--- config.mk ---
export PLATFORM = sky130hd
export DESIGN_NAME = alu_seq
export DESIGN_NICKNAME = d
export VERILOG_FILES = /design/src/rtl/alu_pkg.sv /design/src/rtl/alu_mul_serial.sv /design/src/rtl/alu_seq.sv
export SDC_FILE = /design/constraint.sdc
export NUM_CORES = 1
export LEC_CHECK = 0
export CAP_MARGIN = 20
export CORE_MARGIN = 5
export CORE_UTILIZATION = 47
export DETAILED_ROUTE_END_ITERATION = 10
export HOLD_SLACK_MARGIN = 0.12
export PLACE_DENSITY = 0.67
export SLEW_MARGIN = 5
export SYNTH_ARGS = -nofsm -noshare
export SYNTH_HDL_FRONTEND = slang
export SYNTH_SLANG_ARGS = --single-unit
--- constraint.sdc ---
create_clock -name clk -period 6.8 [get_ports clk]
set_clock_uncertainty 0.1 [all_clocks]
set_input_delay 1.36 -clock clk [delete_from_list [all_inputs] [get_ports clk]]
set_output_delay 1.36 -clock clk [all_outputs]
set_load 0.02 [all_outputs]
--- src/rtl/alu_pkg.sv ---
`default_nettype none
// ============================================================================
//  Module      : alu_pkg
//  Description : Opcode encodings, opcode width and FSM state type for alu_seq.
//  Revision    : 1.0  initial release
// ============================================================================
package alu_pkg;

  localparam int OP_W = 5;

  localparam logic [OP_W-1:0] c_OP_ADD  = 5'b00000;
  localparam logic [OP_W-1:0] c_OP_SUB  = 5'b00001;
  localparam logic [OP_W-1:0] c_OP_AND  = 5'b00010;
  localparam logic [OP_W-1:0] c_OP_OR   = 5'b00011;
  localparam logic [OP_W-1:0] c_OP_XOR  = 5'b00100;
  localparam logic [OP_W-1:0] c_OP_NOR  = 5'b00101;
  localparam logic [OP_W-1:0] c_OP_SRL  = 5'b00110;
  localparam logic [OP_W-1:0] c_OP_ROTR = 5'b00111;
  localparam logic [OP_W-1:0] c_OP_NOT  = 5'b01000;
  localparam logic [OP_W-1:0] c_OP_NAND = 5'b01001;
  localparam logic [OP_W-1:0] c_OP_MAX  = 5'b01010;
  localparam logic [OP_W-1:0] c_OP_MIN  = 5'b01011;
  localparam logic [OP_W-1:0] c_OP_ABS  = 5'b01100;
  localparam logic [OP_W-1:0] c_OP_SLTS = 5'b01101;
  localparam logic [OP_W-1:0] c_OP_SLL  = 5'b01110;
  localparam logic [OP_W-1:0] c_OP_ROTL = 5'b01111;
  localparam logic [OP_W-1:0] c_OP_ADDU = 5'b10000;
  localparam logic [OP_W-1:0] c_OP_SRLU = 5'b10001;
  localparam logic [OP_W-1:0] c_OP_MUL  = 5'b10010;
  localparam logic [OP_W-1:0] c_OP_MULU = 5'b10011;

  typedef enum logic [0:0] {
    IDLE = 1'b0,
    MUL  = 1'b1
  } state_e;

endpackage
`default_nettype wire

--- src/rtl/alu_mul_serial.sv ---
`default_nettype none
// ============================================================================
//  Module      : alu_mul_serial
//  Description : Shift-add multiplier, one multiplier bit per cycle, on operand
//                magnitudes; the sign is applied to the final sum.
//  Revision    : 1.0  initial release
// ============================================================================
module alu_mul_serial
  import alu_pkg::*;
#(
  parameter int DATA_W = 32
) (
  input  logic                clk,
  input  logic                rst_n,
  input  logic                start,
  input  logic                signed_mode,
  input  logic [DATA_W-1:0]   a,
  input  logic [DATA_W-1:0]   b,
  output logic                done,
  output logic [2*DATA_W-1:0] prod
);

  localparam int CNT_W = $clog2(DATA_W);

  logic                busy_q,   busy_d;
  logic                neg_q,    neg_d;
  logic [CNT_W-1:0]    cnt_q,    cnt_d;
  logic [2*DATA_W-1:0] mcand_q,  mcand_d;
  logic [DATA_W-1:0]   mplier_q, mplier_d;
  logic [2*DATA_W-1:0] acc_q,    acc_d;

  logic [DATA_W-1:0]   w_a_mag;
  logic [DATA_W-1:0]   w_b_mag;
  logic [2*DATA_W-1:0] w_step_acc;

  // The most negative operand's magnitude still fits as an unsigned DATA_W value.
  always_comb begin
    w_a_mag    = (signed_mode && a[DATA_W-1]) ? -a : a;
    w_b_mag    = (signed_mode && b[DATA_W-1]) ? -b : b;
    w_step_acc = acc_q + (mplier_q[0] ? mcand_q : '0);
    done       = busy_q && (cnt_q == CNT_W'(DATA_W-1));
    prod       = neg_q ? -w_step_acc : w_step_acc;
  end

  always_comb begin
    busy_d   = busy_q;
    neg_d    = neg_q;
    cnt_d    = cnt_q;
    mcand_d  = mcand_q;
    mplier_d = mplier_q;
    acc_d    = acc_q;
    if (start) begin
      busy_d   = 1'b1;
      neg_d    = signed_mode && (a[DATA_W-1] ^ b[DATA_W-1]);
      cnt_d    = '0;
      mcand_d  = {{DATA_W{1'b0}}, w_a_mag};
      mplier_d = w_b_mag;
      acc_d    = '0;
    end else if (busy_q) begin
      acc_d    = w_step_acc;
      mcand_d  = mcand_q << 1;
      mplier_d = mplier_q >> 1;
      cnt_d    = cnt_q + 1'b1;
      if (done) begin
        busy_d = 1'b0;
      end
    end
  end

  always_ff @(posedge clk or negedge rst_n) begin
    if (!rst_n) begin
      busy_q   <= 1'b0;
      neg_q    <= 1'b0;
      cnt_q    <= '0;
      mcand_q  <= '0;
      mplier_q <= '0;
      acc_q    <= '0;
    end else begin
      busy_q   <= busy_d;
      neg_q    <= neg_d;
      cnt_q    <= cnt_d;
      mcand_q  <= mcand_d;
      mplier_q <= mplier_d;
      acc_q    <= acc_d;
    end
  end

endmodule
`default_nettype wire

--- src/rtl/alu_seq.sv ---
`default_nettype none
// ============================================================================
//  Module      : alu_seq
//  Description : Registered valid/ready ALU with single-cycle ops, serial
//                signed/unsigned multiply and a sticky overflow flag.
//  Revision    : 1.0  initial release
// ============================================================================
module alu_seq
  import alu_pkg::*;
#(
  parameter int DATA_W = 32
) (
  input  logic              clk,
  input  logic              rst_n,
  input  logic              in_valid,
  output logic              in_ready,
  input  logic [OP_W-1:0]   alu_op,
  input  logic [DATA_W-1:0] src1,
  input  logic [DATA_W-1:0] src2,
  output logic              out_valid,
  input  logic              out_ready,
  output logic [DATA_W-1:0] alu_out,
  output logic              alu_overflow,
  output logic              ovf_sticky,
  input  logic              ovf_clr
);

  localparam int SH_W = $clog2(DATA_W);
  localparam logic [DATA_W-1:0] c_MIN_NEG = {1'b1, {(DATA_W-1){1'b0}}};

  state_e state_q, state_d;

  logic              out_valid_q,  out_valid_d;
  logic [DATA_W-1:0] alu_out_q,    alu_out_d;
  logic              alu_ovf_q,    alu_ovf_d;
  logic              ovf_sticky_q, ovf_sticky_d;
  logic              mul_signed_q, mul_signed_d;

  logic                w_accept;
  logic                w_is_mul;
  logic                w_mul_start;
  logic                w_mul_done;
  logic [2*DATA_W-1:0] w_mul_prod;
  logic [DATA_W-1:0]   w_mul_res;
  logic                w_mul_ovf;
  logic [DATA_W-1:0]   w_res;
  logic                w_ovf;
  logic [SH_W-1:0]     w_sh;
  logic [DATA_W:0]     w_sum;
  logic [DATA_W-1:0]   w_diff;
  logic [2*DATA_W-1:0] w_rotr;
  logic [2*DATA_W-1:0] w_rotl;
  logic                w_lt;
  logic [DATA_W:0]     w_mul_hi;

  assign w_is_mul = (alu_op == c_OP_MUL) || (alu_op == c_OP_MULU);

  // ---------------- FSM: state register / next state / outputs ----------------
  always_ff @(posedge clk or negedge rst_n) begin
    if (!rst_n) begin
      state_q <= IDLE;
    end else begin
      state_q <= state_d;
    end
  end

  always_comb begin
    state_d = state_q;
    case (state_q)
      IDLE:    if (w_accept && w_is_mul) state_d = MUL;
      MUL:     if (w_mul_done)           state_d = IDLE;
      default: state_d = IDLE;
    endcase
  end

  // A held result being drained this cycle frees the slot for a new accept.
  always_comb begin
    in_ready    = (state_q == IDLE) && (!out_valid_q || out_ready);
    w_accept    = in_valid && in_ready;
    w_mul_start = w_accept && w_is_mul;
  end

  // ---------------- single-cycle datapath ----------------
  always_comb begin
    w_sh   = src2[SH_W-1:0];
    w_sum  = {1'b0, src1} + {1'b0, src2};
    w_diff = src1 - src2;
    w_rotr = {src1, src1} >> w_sh;
    w_rotl = {src1, src1} << w_sh;
    w_lt   = $signed(src1) < $signed(src2);
    w_res  = '0;
    w_ovf  = 1'b0;
    case (alu_op)
      c_OP_ADD: begin
        w_res = w_sum[DATA_W-1:0];
        w_ovf = (src1[DATA_W-1] == src2[DATA_W-1]) && (w_sum[DATA_W-1] != src1[DATA_W-1]);
      end
      c_OP_SUB: begin
        w_res = w_diff;
        w_ovf = (src1[DATA_W-1] != src2[DATA_W-1]) && (w_diff[DATA_W-1] != src1[DATA_W-1]);
      end
      c_OP_AND:  w_res = src1 & src2;
      c_OP_OR:   w_res = src1 | src2;
      c_OP_XOR:  w_res = src1 ^ src2;
      c_OP_NOR:  w_res = ~(src1 | src2);
      c_OP_NOT:  w_res = ~src1;
      c_OP_NAND: w_res = ~(src1 & src2);
      c_OP_SRL:  w_res = $signed(src1) >>> w_sh;
      c_OP_SRLU: w_res = src1 >> w_sh;
      c_OP_SLL:  w_res = src1 << w_sh;
      c_OP_ROTR: w_res = w_rotr[DATA_W-1:0];
      c_OP_ROTL: w_res = w_rotl[2*DATA_W-1:DATA_W];
      c_OP_MAX:  w_res = ($signed(src1) > $signed(src2)) ? src1 : src2;
      c_OP_MIN:  w_res = w_lt ? src1 : src2;
      c_OP_ABS: begin
        w_res = src1[DATA_W-1] ? -src1 : src1;
        w_ovf = (src1 == c_MIN_NEG);
      end
      c_OP_SLTS: w_res = {{(DATA_W-1){1'b0}}, w_lt};
      c_OP_ADDU: begin
        w_res = w_sum[DATA_W-1:0];
        w_ovf = w_sum[DATA_W];
      end
      default: begin
        w_res = '0;
        w_ovf = 1'b0;
      end
    endcase
  end

  // ---------------- serial multiplier ----------------
  alu_mul_serial #(
    .DATA_W (DATA_W)
  ) u_mul (
    .clk         (clk),
    .rst_n       (rst_n),
    .start       (w_mul_start),
    .signed_mode (alu_op == c_OP_MUL),
    .a           (src1),
    .b           (src2),
    .done        (w_mul_done),
    .prod        (w_mul_prod)
  );

  // Signed result fits only if the top DATA_W+1 product bits are a pure sign extension.
  always_comb begin
    w_mul_res = w_mul_prod[DATA_W-1:0];
    w_mul_hi  = w_mul_prod[2*DATA_W-1:DATA_W-1];
    if (mul_signed_q) begin
      w_mul_ovf = !((&w_mul_hi) || !(|w_mul_hi));
    end else begin
      w_mul_ovf = |w_mul_prod[2*DATA_W-1:DATA_W];
    end
  end

  // ---------------- result holding and sticky overflow ----------------
  always_comb begin
    out_valid_d  = out_valid_q;
    alu_out_d    = alu_out_q;
    alu_ovf_d    = alu_ovf_q;
    mul_signed_d = mul_signed_q;
    if (out_ready) begin
      out_valid_d = 1'b0;
    end
    if (w_accept && !w_is_mul) begin
      out_valid_d = 1'b1;
      alu_out_d   = w_res;
      alu_ovf_d   = w_ovf;
    end else if ((state_q == MUL) && w_mul_done) begin
      out_valid_d = 1'b1;
      alu_out_d   = w_mul_res;
      alu_ovf_d   = w_mul_ovf;
    end
    if (w_mul_start) begin
      mul_signed_d = (alu_op == c_OP_MUL);
    end
    ovf_sticky_d = ovf_sticky_q;
    if (out_valid_q && out_ready && alu_ovf_q) begin
      ovf_sticky_d = 1'b1;
    end else if (ovf_clr) begin
      ovf_sticky_d = 1'b0;
    end
  end

  always_ff @(posedge clk or negedge rst_n) begin
    if (!rst_n) begin
      out_valid_q  <= 1'b0;
      alu_out_q    <= '0;
      alu_ovf_q    <= 1'b0;
      ovf_sticky_q <= 1'b0;
      mul_signed_q <= 1'b0;
    end else begin
      out_valid_q  <= out_valid_d;
      alu_out_q    <= alu_out_d;
      alu_ovf_q    <= alu_ovf_d;
      ovf_sticky_q <= ovf_sticky_d;
      mul_signed_q <= mul_signed_d;
    end
  end

  assign out_valid    = out_valid_q;
  assign alu_out      = alu_out_q;
  assign alu_overflow = alu_ovf_q;
  assign ovf_sticky   = ovf_sticky_q;

endmodule
`default_nettype wire
==> reports/summary.md <==
* dfrtp_1 — most used flip-flop cell after synthesis
* 8 — DR pass1 iterations
* 34 — crit-path max FO
* 21600 sq um — footprint of the multi-input gates
* 0 — remaining design rule violation count
* 5110 sq um — area used by sequential logic in the layout
* 6 — antenna violations before repair
* 27 — clock buffers created by TritonCTS
* 6.47 ns — shortest clock period the worst path allows after layout
* 255 um — height of the chip
* 0.333 ns — Worst Slack Setup Final
* 1.09 ns — Tightest Pin Transition
* 0.362 mV — Max IR drop VDD
* 0 — number of max-slew violations in the final report
* 0.0793 — share of layout cells above drive strength 1
* 110 — I/O pin count
* 2 — sum of buffers and inverters on the critical path
* 204 — post-synthesis register bit count
* 0.56 ns — Crit path largest cell delay
* 0 — total of endpoints with negative setup slack in the final report
* 28.9 um — wire length per cell
* 0.476 — Initial Util
* 0.62 ns — latest clock arrival within the worst-skew pair
* 93 — number of different library cells in the post-synthesis netlist
* 0 — number of warnings reported in the yosys synthesis log
* flop to flop — path category of the worst min-delay check
* flop to flop — Critical Setup Path Class
* 255 um — horizontal die dimension
* 3 — maximum count of clock buffers along a single path
* 0.265 — headroom to the max-slew limit
* clkbuf_16 — Root Buffer
* 59200 sq um — area of the core
* 0.951 — crit share post-route
* 4257 — count of nets after finishing
* 4238 — Mapped Nets
* 6.74 — post-detailed-route via-to-cell ratio
* 0.06 ns — clock-pin slew of the registers on the worst-case setup and hold paths
* 1 — H-tree depth
* 13.1 nW — leakage power summed over all cells
* 107000 um — DP Wirelength
* 7.17 ns — CP Data Required Time
* 1.00 — ys async rst share
* 4091 — initial drt markers
* 104 — largest net degree at the start of global routing
* or4_1 — standard cell with the maximum stage delay on the critical path
* 0 — number of nets with antenna violations after detailed routing
* 109 — port buffer count
* built — CTS tree
* 0 ns — total negative slack
* 202000 um — wire length of the first global-routing pass
* 32400 — vias after detailed routing
* 476 nW/um^2 — ratio of total power to cell area
* 89 — number of core rows
* 0 — hold violation count in the final report
* no — RSZ-0062 raised after global routing
* 28200 sq um — post-synth design cell area
* 0 — number of setup buffers added after CTS
* 7.05 sq um — mean post-synth cell area
* 65000 sq um — floorplan die area
* 0.532 — core occupancy in the finished layout
* 6.83 ns — critical path arrival
* 0.0263 ns — worst setup slack after placement
* buf_4, buf_4, and2_1, ha_1, a21oi_1, o21a_1, o32ai_1, or4_1, a31o_2, o31a_1, xnor2_4, nand4_2, or3_4, or4_4, and3_4, or2_1, a2111oi_2, nand4_1, nand2_1, o2111ai_1 — Critical Path, Cell by Cell
* simple AND/OR/NAND/NOR gates — family of cells with the greatest summed delay on the critical path
* flop — Crit. End Element
* nor2_1 — leading cell type in the layout, fill and taps excluded
* 30700 — vias in the first global route
* 0.33 ns — register-to-register setup slack
* 1.08 — final estimated routing congestion in global placement
* 0 — number of maximum-capacitance constraint violations
* nor2_1, a21oi_1, o21ai_0 — leading cell types in the layout, fill and taps excluded
* 0 — remaining global-route overflow
* buf_4 — critical path's most frequent cell
* finished clean — outcome
* flop — launching element type of the critical path
* 11.9% — area growth from synthesis to layout
* 204 — clock sink count
* 139000 um — Total Routed Length
* 1 — post-CTS sizing
* 5978 — number of fill cells in the layout
* 0.410 — all-layer global routing usage
* 3995 — synthesized instance count
* 0.181 — portion of the post-synthesis area used by sequential elements
* 155 MHz — top achievable clock speed
* 0 — Post-synth EDFFs
* 0 — # hold bufs at CTS
[layer usage]
metal,track usage,share of wire,vias to the layer above
met5,0,0.000058,-
met4,0.304,0.095,2
met3,0.0803,0.091,536
met2,0.643,0.44,1932
met1,0.499,0.38,15300
li1,-,-,14700
[cells by family after synthesis]
group,Yosys count,synth area share
compound gates,1319,0.299
mux,256,0.0936
buf+inv,432,0.0580
simple gates,1433,0.236
fa+ha+maj,169,0.0758
flops,204,0.181
xor+xnor,182,0.0566
[worst paths after layout]
check | start | endpoint | cells past startpoint
setup reg to reg | u_mul.mplier_q[0] | alu_overflow | 20
max in group asynchronous | rst_n | u_mul.mplier_q[0] | 2
min in group asynchronous | rst_n | u_mul.mcand_q[41] | 1
hold / removal | state_q | state_q | 2
hold reg to reg | state_q | state_q | 2
setup / recovery | u_mul.mplier_q[0] | alu_overflow | 20
[where the power goes]
group	switching [mW]	internal [mW]	leakage, nW
Clock	0.643	0.855	0.429
Sequential	0.587	1.81	2.44
Combinational	7.07	4.05	10.3
Total	8.30	6.72	13.1
[Yosys cell counts, types with 34 or more instances]
master    count  area, sq um
a211oi_1     55          413
a21o_1       44          330
nand4_1      57          357
nor4_1       34          213
o211ai_1     39          293
a21oi_1     381         1910
dfrtp_1     204         5100
nand3_1      57          285
buf_1        35          131
ha_1        166         2080
or3_1        49          307
xnor2_1     149         1310
inv_1       130          488
o221ai_1     50          438
nor2_1      578         2170
o22ai_1      40          250
nor3_1       71          355
mux2i_1     241         2410
nand2_1     350         1310
o21ai_0     352         1760
clkbuf_1    260          976
and2_1       88          551
o31ai_1      38          285
[registers in the layout (all words and copies together), names as in the netlist]
register and count:
u_mul.acc_q 64, u_mul.mcand_q 64, alu_out 32, u_mul.mplier_q 32, u_mul.cnt_q 5, alu_overflow 1, mul_signed_q 1, out_valid 1
ovf_sticky 1, state_q 1, u_mul.busy_q 1, u_mul.neg_q 1
[through the flow]
step / hold slack, ns / power, mW / area [sq um] / instances
after global routing: 0.436 / 16.0 / 31500 / 4807
final: 0.417 / 15.0 / 31500 / 4810
after floorplan: 0.366 / 9.52 / 28200 / 3995
after detailed placement: 0.402 / 13.2 / 30600 / 4758
after CTS: 0.419 / 14.7 / 31500 / 4807
after global placement: 0.398 / 13.1 / 30600 / 4758
[final cells by class]
type / instances / share of cell area
repair buffers: 290 / 0.0794
flip-flops and latches: 204 / 0.162
clock inverters: 11 / 0.00429
multi-input cells: 3359 / 0.684
clock buffers: 38 / 0.0240
well taps: 773 / 0.0307
diodes: 3 / 0.000238
inverters: 132 / 0.0157
[worst reg2reg max path: stages, from the launching register on]
cell and delay (ns):
dfrtp_2 0.46, buf_4 0.27, buf_4 0.39, and2_1 0.23
ha_1 0.34, a21oi_1 0.32, o21a_1 0.30, o32ai_1 0.14
or4_1 0.56, a31o_2 0.31, o31a_1 0.34, xnor2_4 0.31
nand4_2 0.28, or3_4 0.45, or4_4 0.54, and3_4 0.20
or2_1 0.21, a2111oi_2 0.29, nand4_1 0.13, nand2_1 0.08
o2111ai_1 0.09
(Power assumes the default switching activity.)
